## config.mk

```make
export PLATFORM = sky130hd
export DESIGN_NAME = mmio_timer
export DESIGN_NICKNAME = d
export VERILOG_FILES = /design/src/rtl/mmio_pkg.sv /design/src/rtl/mmio_timer_tick_gen.sv /design/src/rtl/mmio_timer.sv
export SDC_FILE = /design/constraint.sdc
export NUM_CORES = 1
export LEC_CHECK = 0
export ABC_AREA = 1
export CELL_PAD_IN_SITES_DETAIL_PLACEMENT = 1
export CELL_PAD_IN_SITES_GLOBAL_PLACEMENT = 2
export CORE_UTILIZATION = 30
export DETAILED_ROUTE_END_ITERATION = 7
export PLACE_DENSITY = 0.86
export RECOVER_POWER = 25
export SYNTH_ARGS = -nofsm -noshare
export SYNTH_HDL_FRONTEND = slang
export SYNTH_SLANG_ARGS = --single-unit
```

## constraint.sdc

```tcl
create_clock -name clk -period 2.65 [get_ports clk]
set_input_delay 0.265 -clock clk [delete_from_list [all_inputs] [get_ports clk]]
set_output_delay 0.265 -clock clk [all_outputs]
set_load 0.02 [all_outputs]
```

## src/rtl/mmio_pkg.sv

```systemverilog
// mmio_pkg
//   Shared definitions for the memory-mapped timer: register word offsets
//   inside the 16-byte window, CTRL bit positions, the default window base
//   and the count-FSM state type.
package mmio_pkg;

   // Register word offsets (memaddr[3:2])
   localparam logic [1:0] CTRL_OFS   = 2'd0;
   localparam logic [1:0] LOAD_OFS   = 2'd1;
   localparam logic [1:0] COUNT_OFS  = 2'd2;
   localparam logic [1:0] STATUS_OFS = 2'd3;

   // CTRL bit positions
   localparam int EN_BIT    = 0;
   localparam int AR_BIT    = 1;
   localparam int IRQEN_BIT = 2;

   localparam logic [31:0] DEFAULT_BASE_ADDR = 32'hFFFF_FF00;

   // The count FSM has no register of its own: its state is CTRL.en.
   typedef enum logic {
      ST_IDLE = 1'b0,
      ST_RUN  = 1'b1
   } cnt_state_e;

   // Zero-extend the 3-bit CTRL register to a bus word.
   function automatic logic [31:0] ctrl_word(input logic [2:0] ctrl);
      return {29'd0, ctrl};
   endfunction

endpackage

```

## src/rtl/mmio_timer_tick_gen.sv

```systemverilog
// tick_gen
//   Prescaler for mmio_timer. Counts 0..PRESCALE-1 while run=1 and
//   emits a one-cycle tick in the cycle where the counter wraps.
//   Holds at 0 while run=0 and restarts at 0 whenever restart=1.
// Ports:
//   clk      in   core clock, rising edge
//   reset    in   asynchronous, active-low
//   run      in   prescaler enabled (CTRL.en)
//   restart  in   CTRL is being written this cycle
//   tick     out  one-cycle count tick (combinational from the counter)
module tick_gen #(
   parameter int PRESCALE = 1
) (
   input  logic clk,
   input  logic reset,
   input  logic run,
   input  logic restart,
   output logic tick
);

   localparam logic [15:0] LAST = 16'(PRESCALE - 1);

   logic [15:0] cnt_q, cnt_d;
   logic        wrap;

   assign wrap = (cnt_q == LAST);
   // A CTRL write in the same cycle discards the tick.
   assign tick = run & ~restart & wrap;

   always_comb begin
      cnt_d = cnt_q + 16'd1;
      if (restart || !run || wrap) begin
         cnt_d = '0;
      end
   end

   always_ff @(posedge clk or negedge reset) begin
      if (!reset) begin
         cnt_q <= '0;
      end else begin
         cnt_q <= cnt_d;
      end
   end

endmodule

```

## src/rtl/mmio_timer.sv

```systemverilog
// mmio_timer
//   Down-counting timer on the MIPS core's data bus. Decodes a 16-byte
//   register window (CTRL, LOAD, COUNT, STATUS), accepts word stores,
//   returns combinational read data and raises a level interrupt when the
//   sticky expiry flag is set and interrupts are enabled.
// Ports:
//   clk           in   core clock, rising edge
//   reset         in   asynchronous, active-low
//   memaddr       in   core data address
//   memwrite      in   core store strobe
//   memwritedata  in   core store data
//   sel           out  address hits the register window (combinational)
//   rdata         out  read data of the addressed register (combinational)
//   irq           out  STATUS.expired & CTRL.irqen
module mmio_timer
   import mmio_pkg::*;
#(
   parameter logic [31:0] BASE_ADDR = DEFAULT_BASE_ADDR,
   parameter int          PRESCALE  = 1
) (
   input  logic        clk,
   input  logic        reset,
   input  logic [31:0] memaddr,
   input  logic        memwrite,
   input  logic [31:0] memwritedata,
   output logic        sel,
   output logic [31:0] rdata,
   output logic        irq
);

   logic [1:0]  idx;
   logic        wr, wr_ctrl, wr_load, wr_count, wr_status;
   logic        tick, expire;
   logic [2:0]  ctrl_q, ctrl_d;
   logic [31:0] load_q, load_d;
   logic [31:0] count_q, count_d;
   logic        expired_q, expired_d;
   cnt_state_e  state;
   logic        unused_addr_bits;

   // Byte offset bits are ignored: word access only.
   assign unused_addr_bits = ^memaddr[1:0];

   assign sel       = (memaddr[31:4] == BASE_ADDR[31:4]);
   assign idx       = memaddr[3:2];
   assign wr        = sel & memwrite;
   assign wr_ctrl   = wr && (idx == CTRL_OFS);
   assign wr_load   = wr && (idx == LOAD_OFS);
   assign wr_count  = wr && (idx == COUNT_OFS);
   assign wr_status = wr && (idx == STATUS_OFS);

   assign state = cnt_state_e'(ctrl_q[EN_BIT]);

   tick_gen #(
      .PRESCALE (PRESCALE)
   ) u_tick_gen (
      .clk     (clk),
      .reset   (reset),
      .run     (ctrl_q[EN_BIT]),
      .restart (wr_ctrl),
      .tick    (tick)
   );

   // Next-state: count FSM first, then software writes override it.
   always_comb begin
      ctrl_d  = ctrl_q;
      load_d  = load_q;
      count_d = count_q;
      expire  = 1'b0;

      case (state)
         ST_IDLE: begin
            // Only a CTRL write with en=1 (applied below) starts counting.
         end
         ST_RUN: begin
            // A COUNT or CTRL store in the tick cycle discards the tick.
            if (tick && !wr_count && !wr_ctrl) begin
               if (count_q != 32'd0) begin
                  count_d = count_q - 32'd1;
               end else begin
                  expire = 1'b1;
                  if (ctrl_q[AR_BIT]) begin
                     // Uses the LOAD value from before any same-cycle store.
                     count_d = load_q;
                  end else begin
                     ctrl_d[EN_BIT] = 1'b0;
                  end
               end
            end
         end
      endcase

      // Expiry beats a same-cycle write-1-to-clear.
      expired_d = expire | (expired_q & ~(wr_status & memwritedata[0]));

      if (wr_ctrl) begin
         ctrl_d = memwritedata[2:0];
      end
      if (wr_load) begin
         load_d = memwritedata;
      end
      if (wr_count) begin
         count_d = memwritedata;
      end
   end

   always_ff @(posedge clk or negedge reset) begin
      if (!reset) begin
         ctrl_q    <= '0;
         load_q    <= '0;
         count_q   <= '0;
         expired_q <= 1'b0;
      end else begin
         ctrl_q    <= ctrl_d;
         load_q    <= load_d;
         count_q   <= count_d;
         expired_q <= expired_d;
      end
   end

   always_comb begin
      rdata = '0;
      case (idx)
         CTRL_OFS:   rdata = ctrl_word(ctrl_q);
         LOAD_OFS:   rdata = load_q;
         COUNT_OFS:  rdata = count_q;
         STATUS_OFS: rdata = {31'd0, expired_q};
      endcase
   end

   assign irq = expired_q & ctrl_q[IRQEN_BIT];

endmodule

```

==> results.json <==
{
  "r2r.worst_path.cells": 13,
  "grt_max_degree": 51,
  "combinational_family_with_the_most_area_after_synthesis": "simple AND/OR/NAND/NOR gates",
  "register_area_um2": 2100,
  "synth.distinct_cells": 33,
  "cp-start-kind": "primary input",
  "yosys.area.top_type_share_pct": 34.9,
  "cellLeakagePower_nw": 3.91,
  "design.die.area_um2": 20700,
  "drtIter0Drc": 294,
  "final_min_period_over_clock_period_pct": 95.0,
  "tns_ns": 0,
  "synth.yosys.seq_area_share_pct": 34.9,
  "fin_nets": 1107,
  "timing_worst_setup_path_type": "in2out",
  "n_fill_cell": 2561,
  "route.vias.total": 6430,
  "critical_path.max_fanout": 33,
  "async_flop_share_pct": 100,
  "yosys-mux-area-fraction_pct": 0,
  "max_freq_mhz": 397,
  "cts_root_buf": "sky130_fd_sc_hd__clkbuf_16",
  "clock_tree.buffer_depth": 2,
  "hpwl_dp_um": 16000,
  "synth_seq_cells": 84,
  "netlist.top_cell.by_area": "sky130_fd_sc_hd__dfrtp_1",
  "end_kind": "output port",
  "placement_rows": 51,
  "routed_wirelength_normalized_by_instance_count_um": 16.4,
  "tritoncts_num_sinks": 84,
  "drive_gt1_share_pct": 7.88,
  "drt.antenna.violating_nets": 0,
  "antenna_diode_count": 0,
  "power.clock.fraction_pct": 49.1,
  "clkTransAtPathRegs_ns": 0.07,
  "timing_worst_slew_pin_value_ns": 1.10,
  "synthXorXnorAreaFrac_pct": 2.62,
  "drt-total-wl_um": 21400,
  "netlist_area_um2": 6030,
  "post_synthesis_compound_gate_area_fraction_pct": 7.41,
  "port_buffers": 98,
  "rsz0062_at_grt": "false",
  "min_from": "memwritedata[30]",
  "setup_viol": 0,
  "first_global_vias": 6677,
  "critPathLaunch": "memaddr[2]",
  "timing_max_transition_violations_final": 0,
  "syn-num-nets": 1003,
  "globalplace.congestion": 0.837,
  "cts_tree": "done",
  "maxCapViolCount": 0,
  "ir_worst_vdd_mv": 0.284,
  "holdPathEnd": "load_q[30]",
  "layout-area-overhead-vs-synth_pct": 27.7,
  "dominant_register_cell_in_the_synthesized_netlist": "sky130_fd_sc_hd__dfrtp_1",
  "share_of_synthesized_cell_area_in_full_adder_half_adder_and_majority_cells_pct": 0.830,
  "layout.cells.most_common_list": "sky130_fd_sc_hd__nand2_1 (335), sky130_fd_sc_hd__nand3_1 (105), sky130_fd_sc_hd__inv_1 (101)",
  "drt_pass1_iterations": 4,
  "multi_input_gate_area_um2": 3320,
  "synth_top_cells_by_area": "sky130_fd_sc_hd__dfrtp_1 (35%), sky130_fd_sc_hd__nand2_1 (21%), sky130_fd_sc_hd__nand3_1 (8.7%), sky130_fd_sc_hd__inv_1 (6.3%), sky130_fd_sc_hd__nor2_1 (6.2%)",
  "cts_h_tree_depth": 3,
  "number_of_placed_instances_taps_included": 1289,
  "coreArea_um2": 19600,
  "route.detailed.vias_per_inst": 4.92,
  "worst_r2r_endpoint": "count_q[19]",
  "post_synth_and_or_nand_nor_area_fraction_pct": 44.2,
  "internal-power_mw": 2.36,
  "critical_path.reg2reg.startpoint": "count_q[0]",
  "synth-edff-count": 0,
  "swShare_pct": 23.8,
  "fin_crit_ns": 2.52,
  "post_cts_buffers": 0,
  "power.switching_mw": 0.734,
  "mostFrequentLayoutCell": "sky130_fd_sc_hd__nand2_1",
  "r2r_setup_slack_ns": 0.34,
  "required_ns": 2.38,
  "grt_pass1_wl_um": 35000,
  "powerDensity_nw_per_um2": 402,
  "grt_usage_pct": 22.1,
  "share_comb_of_total_power_pct": 9.4,
  "worstPathArrival_ns": 2.25,
  "stdcell_count": 1306,
  "worstHoldPathType": "in2reg",
  "timing.clock.skew_ns": 0.00882,
  "worst_slew_margin_rel_pct": 26.3,
  "clock_network_latency_to_the_later_pin_of_the_worst_skew_pair_ns": 0.36,
  "grt_overflow": 0,
  "synth_warnings": 0,
  "outcome": "completed",
  "drcViolationCount": 0,
  "cts_made_buffers": 9,
  "die_width_um": 144,
  "synth_area_per_cell_um2": 6.47,
  "final-hold-violation-count": 0,
  "min_path_cells": 3,
  "grt_antenna_before_repair": 0,
  "y_dimension_of_the_die_um": 144,
  "power.share.sequential_pct": 41.4,
  "num_io_pins": 101,
  "floorplan.initialDensity_pct": 30.8,
  "post_synth_inst_count": 932
}
-- final cells by class --
class                   count  share of cell area (%)
repair buffers            122                    15.5
inverters                 109                    5.31
flip-flops and latches     84                    27.3
multi-input cells         710                    43.1
clock buffers               9                    2.92
well taps                 265                    4.31
clock inverters             7                    1.61
-- power by group through the flow --
stage	registers [mW]	logic (mW)	clock network (mW)
after floorplan	1.31	0.0782	0
final	1.28	0.292	1.52
after CTS	1.28	0.301	1.55
after detailed placement	1.31	0.298	0
after global routing	1.28	0.315	1.59
after global placement	1.31	0.297	0
-- worst max-delay path by stage --
stage / endpoint / slack (ns) / cells after the start
floorplan: count_q[0] / 0.88 / 14
global placement: rdata[24] / 0.09 / 7
detailed placement: rdata[24] / 0.12 / 7
CTS: rdata[24] / 0.10 / 7
global route: rdata[27] / 0.01 / 7
finish: rdata[1] / 0.13 / 6
-- what timing repair did --
action,4_1_cts,5_1_grt
resized for setup,0,3
setup endpoints to repair,0,3
hold buffers,1,0
endpoints found under the hold margin,37,0
-- sequential cells by signal, indices dropped and copies added, names as in the netlist --
name,flops
expired_q,1
count_q,32
load_q,32
u_tick_gen.cnt_q,16
ctrl_q,3
-- synth_stat cells, types with 5 or more instances --
library cell	instances
sky130_fd_sc_hd__nand2_1	335
sky130_fd_sc_hd__nand3_1	105
sky130_fd_sc_hd__inv_1	101
sky130_fd_sc_hd__nor2_1	100
sky130_fd_sc_hd__dfrtp_1	84
sky130_fd_sc_hd__o21ai_0	45
sky130_fd_sc_hd__o22ai_1	29
sky130_fd_sc_hd__nand4_1	19
sky130_fd_sc_hd__nor2_2	15
sky130_fd_sc_hd__nor3_1	15
sky130_fd_sc_hd__xor2_1	14
sky130_fd_sc_hd__clkbuf_1	9
sky130_fd_sc_hd__buf_6	8
sky130_fd_sc_hd__buf_2	7
sky130_fd_sc_hd__inv_2	7
sky130_fd_sc_hd__nand2_2	6
sky130_fd_sc_hd__nor2_4	5
-- per-stage QoR --
stage	worst slack (ns)	utilization, %	power, mW	hold slack, ns	cell area [µm²]
after detailed placement	0.117	37.5	1.60	0.303	7350
after global routing	0.0107	39.3	3.19	0.530	7700
after global placement	0.0910	37.5	1.60	0.305	7350
final	0.131	39.3	3.09	0.505	7700
after CTS	0.102	39.3	3.13	0.466	7710
after floorplan	0.877	-	1.38	-0.0306	6030
-- per-layer routing --
metal | global-route usage, % | wire [µm] | vias up
met3 | 3.33 | 747 | 23
met1 | 28.5 | 9730 | 3131
met4 | 5.82 | 357 | 0
met5 | 0 | 0 | -
li1 | - | - | 3180
met2 | 38.4 | 10600 | 96
-- worst max-delay path, cell delays in order --
cell and delay [ns]:
sky130_fd_sc_hd__clkdlybuf4s50_1 0.51, sky130_fd_sc_hd__nor2_4 0.20, sky130_fd_sc_hd__clkinv_1 0.12, sky130_fd_sc_hd__buf_12 0.20, sky130_fd_sc_hd__o221ai_1 0.28, sky130_fd_sc_hd__clkdlybuf4s50_1 0.67
-- cells by family (layout without fill, tap and decap cells) --
| group | count (synthesis) | after routing |
|---|---|---|
| compound gates | 79 | 79 |
| flops | 84 | 84 |
| fa+ha+maj | 4 | 4 |
| simple gates | 609 | 609 |
| buf+inv | 138 | 247 |
| xor+xnor | 18 | 18 |
(Power assumes the default switching activity.)
